--- config.mk ---
export PLATFORM = sky130hd
export DESIGN_NAME = uart_tx_serializer_flat
export DESIGN_NICKNAME = d
export VERILOG_FILES = /design/src/rtl/uart_tx_serializer_if.sv /design/src/rtl/uart_tx_serializer.sv /design/src/flat_wrapper.sv
export SDC_FILE = /design/constraint.sdc
export NUM_CORES = 1
export LEC_CHECK = 0
export CORE_UTILIZATION = 47
export CTS_CLUSTER_DIAMETER = 50
export DETAILED_ROUTE_END_ITERATION = 10
export GPL_TIMING_DRIVEN = 0
export PLACE_DENSITY = 0.73
export SLEW_MARGIN = 20
export SYNTH_ARGS = -nofsm -noshare
export SYNTH_HDL_FRONTEND = slang
export SYNTH_SLANG_ARGS = --single-unit
--- constraint.sdc ---
create_clock -name clk_in -period 1.55 [get_ports clk_in]
set_input_delay 0.3875 -clock clk_in [delete_from_list [all_inputs] [get_ports clk_in]]
set_output_delay 0.3875 -clock clk_in [all_outputs]
set_load 0.02 [all_outputs]
--- src/rtl/uart_tx_serializer_if.sv ---
// Handshake/bus bundle for the UART TX serializer.
//   baud_clk : divider baud clock (async-grade, one rising edge per bit)
//   data_in  : byte to send, sampled only when a request is accepted
//   start    : level send request, accepted only while idle
//   tx       : serial line, idles high
//   busy     : high from accept until frame end
//   done     : one-cycle pulse at frame end
interface uart_tx_serializer_if;
  logic       baud_clk;
  logic [7:0] data_in;
  logic       start;
  logic       tx;
  logic       busy;
  logic       done;

  modport master (output baud_clk, data_in, start, input tx, busy, done);
  modport slave  (input baud_clk, data_in, start, output tx, busy, done);
endinterface

--- src/rtl/uart_tx_serializer.sv ---
// UART transmit serializer. Synchronizes the divider's baud clock into the
// clk_in domain, turns each rising edge into a one-cycle tick and shifts one
// frame (start, 8 data LSB first, optional parity, 1 or 2 stop bits) per
// accepted request.
//   clk_in : system clock
//   rst    : asynchronous active-low reset
//   bus    : slave side of uart_tx_serializer_if (baud_clk/data_in/start in,
//            tx/busy/done out)
module uart_tx_serializer #(
  parameter int PARITY_EN  = 0,
  parameter int PARITY_ODD = 0,
  parameter int STOP_BITS  = 1
) (
  input  logic                 clk_in,
  input  logic                 rst,
  uart_tx_serializer_if.slave  bus
);

  typedef enum logic [2:0] {
    IDLE   = 3'd0,
    ALIGN  = 3'd1,
    START  = 3'd2,
    DATA   = 3'd3,
    PARITY = 3'd4,
    STOP   = 3'd5
  } state_t;

  localparam logic [1:0] STOP_LAST = 2'(STOP_BITS - 1);
  localparam logic       PAR_INIT  = (PARITY_ODD != 0);

  logic       r_sync1, r_sync2, r_prev;
  logic       w_tick;

  state_t     r_state,    w_state_nx;
  logic [7:0] r_shift,    w_shift_nx;
  logic [2:0] r_bit_cnt,  w_bit_cnt_nx;
  logic [1:0] r_stop_cnt, w_stop_cnt_nx;
  logic       r_par,      w_par_nx;
  logic       r_tx,       w_tx_nx;
  logic       r_busy,     w_busy_nx;
  logic       r_done,     w_done_nx;

  // Two-flop synchronizer plus a history flop for rising-edge detection.
  always_ff @(posedge clk_in or negedge rst) begin
    if (!rst) begin
      r_sync1 <= 1'b0;
      r_sync2 <= 1'b0;
      r_prev  <= 1'b0;
    end else begin
      r_sync1 <= bus.baud_clk;
      r_sync2 <= r_sync1;
      r_prev  <= r_sync2;
    end
  end

  assign w_tick = r_sync2 & ~r_prev;

  always_ff @(posedge clk_in or negedge rst) begin
    if (!rst) begin
      r_state    <= IDLE;
      r_shift    <= 8'h00;
      r_bit_cnt  <= 3'd0;
      r_stop_cnt <= 2'd0;
      r_par      <= 1'b0;
      r_tx       <= 1'b1;
      r_busy     <= 1'b0;
      r_done     <= 1'b0;
    end else begin
      r_state    <= w_state_nx;
      r_shift    <= w_shift_nx;
      r_bit_cnt  <= w_bit_cnt_nx;
      r_stop_cnt <= w_stop_cnt_nx;
      r_par      <= w_par_nx;
      r_tx       <= w_tx_nx;
      r_busy     <= w_busy_nx;
      r_done     <= w_done_nx;
    end
  end

  always_comb begin
    w_state_nx    = r_state;
    w_shift_nx    = r_shift;
    w_bit_cnt_nx  = r_bit_cnt;
    w_stop_cnt_nx = r_stop_cnt;
    w_par_nx      = r_par;
    w_tx_nx       = r_tx;
    w_busy_nx     = r_busy;
    w_done_nx     = 1'b0;

    unique case (r_state)
      IDLE: begin
        w_tx_nx = 1'b1;
        if (bus.start) begin
          w_shift_nx = bus.data_in;
          // Parity is fixed at accept so the shifter can destroy the byte.
          w_par_nx   = (^bus.data_in) ^ PAR_INIT;
          w_busy_nx  = 1'b1;
          w_state_nx = ALIGN;
        end
      end
      // Wait for a fresh tick so the start bit is a full bit period wide.
      ALIGN: begin
        if (w_tick) begin
          w_tx_nx    = 1'b0;
          w_state_nx = START;
        end
      end
      START: begin
        if (w_tick) begin
          w_tx_nx      = r_shift[0];
          w_bit_cnt_nx = 3'd0;
          w_state_nx   = DATA;
        end
      end
      DATA: begin
        if (w_tick) begin
          if (r_bit_cnt != 3'd7) begin
            w_shift_nx   = {1'b0, r_shift[7:1]};
            w_tx_nx      = r_shift[1];
            w_bit_cnt_nx = r_bit_cnt + 3'd1;
          end else begin
            w_stop_cnt_nx = 2'd0;
            if (PARITY_EN != 0) begin
              w_tx_nx    = r_par;
              w_state_nx = PARITY;
            end else begin
              w_tx_nx    = 1'b1;
              w_state_nx = STOP;
            end
          end
        end
      end
      PARITY: begin
        if (w_tick) begin
          w_tx_nx       = 1'b1;
          w_stop_cnt_nx = 2'd0;
          w_state_nx    = STOP;
        end
      end
      STOP: begin
        w_tx_nx = 1'b1;
        if (w_tick) begin
          if (r_stop_cnt == STOP_LAST) begin
            w_busy_nx     = 1'b0;
            w_done_nx     = 1'b1;
            w_stop_cnt_nx = 2'd0;
            w_state_nx    = IDLE;
          end else begin
            w_stop_cnt_nx = r_stop_cnt + 2'd1;
          end
        end
      end
      default: begin
        w_tx_nx    = 1'b1;
        w_busy_nx  = 1'b0;
        w_state_nx = IDLE;
      end
    endcase
  end

  assign bus.tx   = r_tx;
  assign bus.busy = r_busy;
  assign bus.done = r_done;

endmodule

--- src/flat_wrapper.sv ---
// flat-port wrapper written by rule: the top's interface ports become plain ports
module uart_tx_serializer_flat 
#(
  parameter int PARITY_EN  = 0,
  parameter int PARITY_ODD = 0,
  parameter int STOP_BITS  = 1
)
  (clk_in, rst, bus_baud_clk, bus_data_in, bus_start, bus_tx, bus_busy, bus_done);
  uart_tx_serializer_if bus_i ();
  input  logic clk_in;
  input  logic rst;
  input wire logic [$bits(bus_i.baud_clk)-1:0] bus_baud_clk;
  input wire logic [$bits(bus_i.data_in)-1:0] bus_data_in;
  input wire logic [$bits(bus_i.start)-1:0] bus_start;
  output wire logic [$bits(bus_i.tx)-1:0] bus_tx;
  output wire logic [$bits(bus_i.busy)-1:0] bus_busy;
  output wire logic [$bits(bus_i.done)-1:0] bus_done;
  assign bus_i.baud_clk = bus_baud_clk;
  assign bus_i.data_in = bus_data_in;
  assign bus_i.start = bus_start;
  assign bus_tx = bus_i.tx;
  assign bus_busy = bus_i.busy;
  assign bus_done = bus_i.done;
  uart_tx_serializer #(.PARITY_EN(PARITY_EN), .PARITY_ODD(PARITY_ODD), .STOP_BITS(STOP_BITS)) u_core (.clk_in(clk_in), .rst(rst), .bus(bus_i));
endmodule
==> key figures <==
Placement
  – PortBufs: 14
  – DP HPWL: approximately 1.5 mm
  – Placed cell count: between 100 and 150
  – Placed cell areas: approximately 0.0013 mm²
  – Routability-driven placement congestion ratio: ~0.74

Finish
  – Layout cells sized above 1: 0.305
  – ANT cells: 0
  – Final instance area: between 0.001 and 0.0015 mm²
  – FILL cells: just over 200
  – Area grow syn2layout: 31.6%
  – Final nets: around 150
  – Layout Cells excl Fill: 159

Die
  – Core area: 0.00221 mm²
  – Die H: around 50 µm
  – Die Wd: around 50 µm
  – # rows: 17
  – Die area: roughly 0.0025 mm²
  – Initial Utilization: 0.496
  – I/O Pins: 15

Synthesis
  – Dominant cell type by area after synthesis: dfrtp_1
  – Cell variety after synth: 37
  – Synth Area per Inst: 10.3 µm²
  – FF+latch count, synth: 22
  – Share of the synthesized area in the top cell type: 0.479
  – Syn nets: 123
  – Largest cells by area after synthesis: dfrtp_1 (48%), mux2i_1 (6.4%), nand2_1 (5.8%)
  – Seq/Total Area, Yosys: 0.503
  – Most common flop cell mapped by yosys: dfrtp_1
  – Post-synth EDFFs: 0
  – Synth top cells by count: dfrtp_1 (21), nand2_1 (17), mux2i_1 (7)
  – Top-count cell post-synth: dfrtp_1
  – Synth Warn #: 0
  – Syn Std Cell Area: 0.00110 mm²
  – Post-synthesis async set-or-reset flop share: 1.00
  – Syn Inst Count: between 100 and 150

Worst setup path
  – FF-to-FF End: u_core.r_shift[6]$_DFFE_PN0P_
  – Cells on worst reg2reg path: 5
  – Worst endpoint required time: around 1.8 ns
  – Endpoint class of the critical path: register
  – Kind of critical path: reg2reg
  – Worst reg-to-reg setup slack: 0.02 ns
  – Worst-path fanout max: 6
  – CP arrival: approximately 1.7 ns
  – R2r startpoint: u_core.r_state[1]$_DFFE_PN0P_
  – Worst Setup Start Kind: register
  – Critical-path top delay cell: or4b_4
  – CP cell instances: or4b_4, o31a_4, clkbuf_16, nand2_2, o21ai_2
  – Slowest stage delay, CP: roughly 0.55 ns

Global routing
  – First-pass GRT wire length: ~3.7 mm
  – Pin count of the biggest net entering global routing: 23
  – Vias in the first global route: between 800 and 900
  – Initial antenna violation count: 0
  – Total GRT Usage: 0.204
  – GR Overflow Total: 0

Timing
  – Clk_skew: ~0.0015 ns
  – Tcrit/Tclk final: 0.985
  – Final hold vios: 0
  – Final TNS setup: 0 ns
  – Hold Slack: roughly 0.021 ns
  – Fmax: 655 MHz
  – Final Max Tran Viols: 0
  – Tightest Pin Transition: between 0.5 and 0.6 ns
  – Tmin final: between 1.5 and 2 ns
  – Setup violators final: 0
  – Unrepaired setup endpoints after global routing: true
  – Slew headroom: 0.666

Clocking
  – Clk sink count: 22
  – Clock root buffer master: clkbuf_4
  – Htree depth: 1
  – CTS tree: done
  – CTS Buf Count: 3
  – Max Root-Sink Buffers: 2
  – CTS clk-pin slew, worst paths: about 0.12 ns
  – Clock latency at the later pin of the worst-skew pair: between 0.3 and 0.4 ns

Power
  – Design Power: 0.00216 W
  – Leakage: ~0.61 nW
  – VDD IR max: roughly 0.0011 V
  – Pwr dens: 1500 mW/mm²

Routing
  – Number of nets still failing antenna checks after routing: 0
  – Initial DRC count: 11
  – Final WL: 2.33 mm
  – Vias: roughly 880
  – Pre-Repair DR Iteration Count: 6
  – Vias per Instance: approximately 5.5
  – Drt drc: 0
  – Wire per inst: 14.7 µm

Outcome
  – Status: completed

Flow run
  – MaxCap Viol Count: 0

Worst hold path
  – HP Class: in2async
==> stage by stage <==
step           worst slack, ns   util
2_1_floorplan           0.0446      -
3_3_place_gp            -0.396  0.575
3_5_place_dp            -0.410  0.575
4_1_cts                0.00577  0.602
5_1_grt                -0.0313  0.653
6_report                0.0230  0.653
==> cell families after synthesis <==
family	after synthesis	share of synthesized area
and+or+nand+nor	35	0.154
muxes	7	0.0639
xor gates and xnor gates	1	0.00798
AOI/OAI and AO/OA	26	0.164
adders and majority gates	5	0.0547
DFF	22	0.503
buffers and inverters	11	0.0524
==> final cells by class <==
type                    count  area, µm²  area share
multi-input cells          74        571       0.395
flip-flops and latches     22        554       0.384
repair buffers             20        193       0.133
plain buffers               6       46.3      0.0321
well taps                  28       35.0      0.0243
clock buffers               4       26.3      0.0182
inverters                   5       18.8      0.0130
==> power breakdown <==
part	internal [W]	switching (W)
Combinational	0.000487	0.000529
Clock	0.000101	0.000177
Sequential	0.000740	0.000128
Total	0.00133	0.000835
==> cell usage in the layout, fill, tap and decap left out, types with 2 or more instances in the layout <==
cell type / netlist / routed
nand2_1: 17 / 9
ha_1: 4 / 3
clkbuf_2: 0 / 4
a21oi_1: 2 / 2
nand2b_1: 2 / 2
nor2_1: 5 / 5
clkbuf_4: 0 / 3
o21ai_2: 2 / 7
dfrtp_2: 0 / 2
clkdlybuf4s50_1: 0 / 9
o21ai_0: 3 / 2
o21ai_1: 6 / 2
buf_4: 0 / 4
nand3_1: 2 / 2
inv_1: 5 / 5
dfrtp_1: 21 / 19
dlygate4sd2_1: 0 / 3
buf_2: 1 / 2
mux2i_1: 7 / 7
nor2b_1: 3 / 3
nand2_4: 0 / 3
nand2_2: 0 / 5
==> flip-flops by register name, summed over array words and instances, names as in the netlist <==
name / count
u_core.r_sync2: 1
u_core.r_stop_cnt: 2
u_core.r_shift: 8
u_core.bus.tx: 1
u_core.bus.done: 1
u_core.r_bit_cnt: 3
u_core.r_prev: 1
u_core.r_sync1: 1
u_core.r_state: 3
u_core.bus.busy: 1
==> per-layer routing <==
metal	up-vias	track usage	part of all wire
li1	429	-	-
met1	424	0.232	0.42
met2	18	0.349	0.52
met3	7	0.0394	0.029
met4	0	0.125	0.033
met5	-	0	0
==> how the worst max path moves through the flow <==
stage	from	endpoint	slack, ns
after global placement	bus_start	u_core.r_shift[4]$_DFFE_PN0P_	-0.40
after detailed placement	bus_start	u_core.r_shift[7]$_DFFE_PN0P_	-0.41
after floorplan	u_core.r_bit_cnt[0]$_DFFE_PN0P_	u_core.r_shift[3]$_DFFE_PN0P_	0.04
after CTS	u_core.r_state[0]$_DFFE_PN0P_	u_core.r_shift[4]$_DFFE_PN0P_	0.006
after global routing	u_core.r_state[2]$_DFFE_PN0P_	u_core.r_shift[5]$_DFFE_PN0P_	-0.03
final	u_core.r_state[1]$_DFFE_PN0P_	u_core.r_shift[6]$_DFFE_PN0P_	0.02
==> what timing repair did <==
action                                  in CTS  in global routing
buffers inserted                             2                  3
gates resized for setup                     13                 23
endpoints found under the setup margin      13                 11
pin swaps                                    0                  4
cloned                                       0                  1
hold buffers                                 0                  0
==> worst max-delay path, delay by kind of cell, from the launching register on <==
family                 cells  cell delay [ns]
flip-flops                 1             0.45
AND/OR/NAND/NOR            2             0.61
AO/OA/AOI/OAI              2             0.20
buffers and inverters      1             0.17
(Power assumes the default switching activity.)
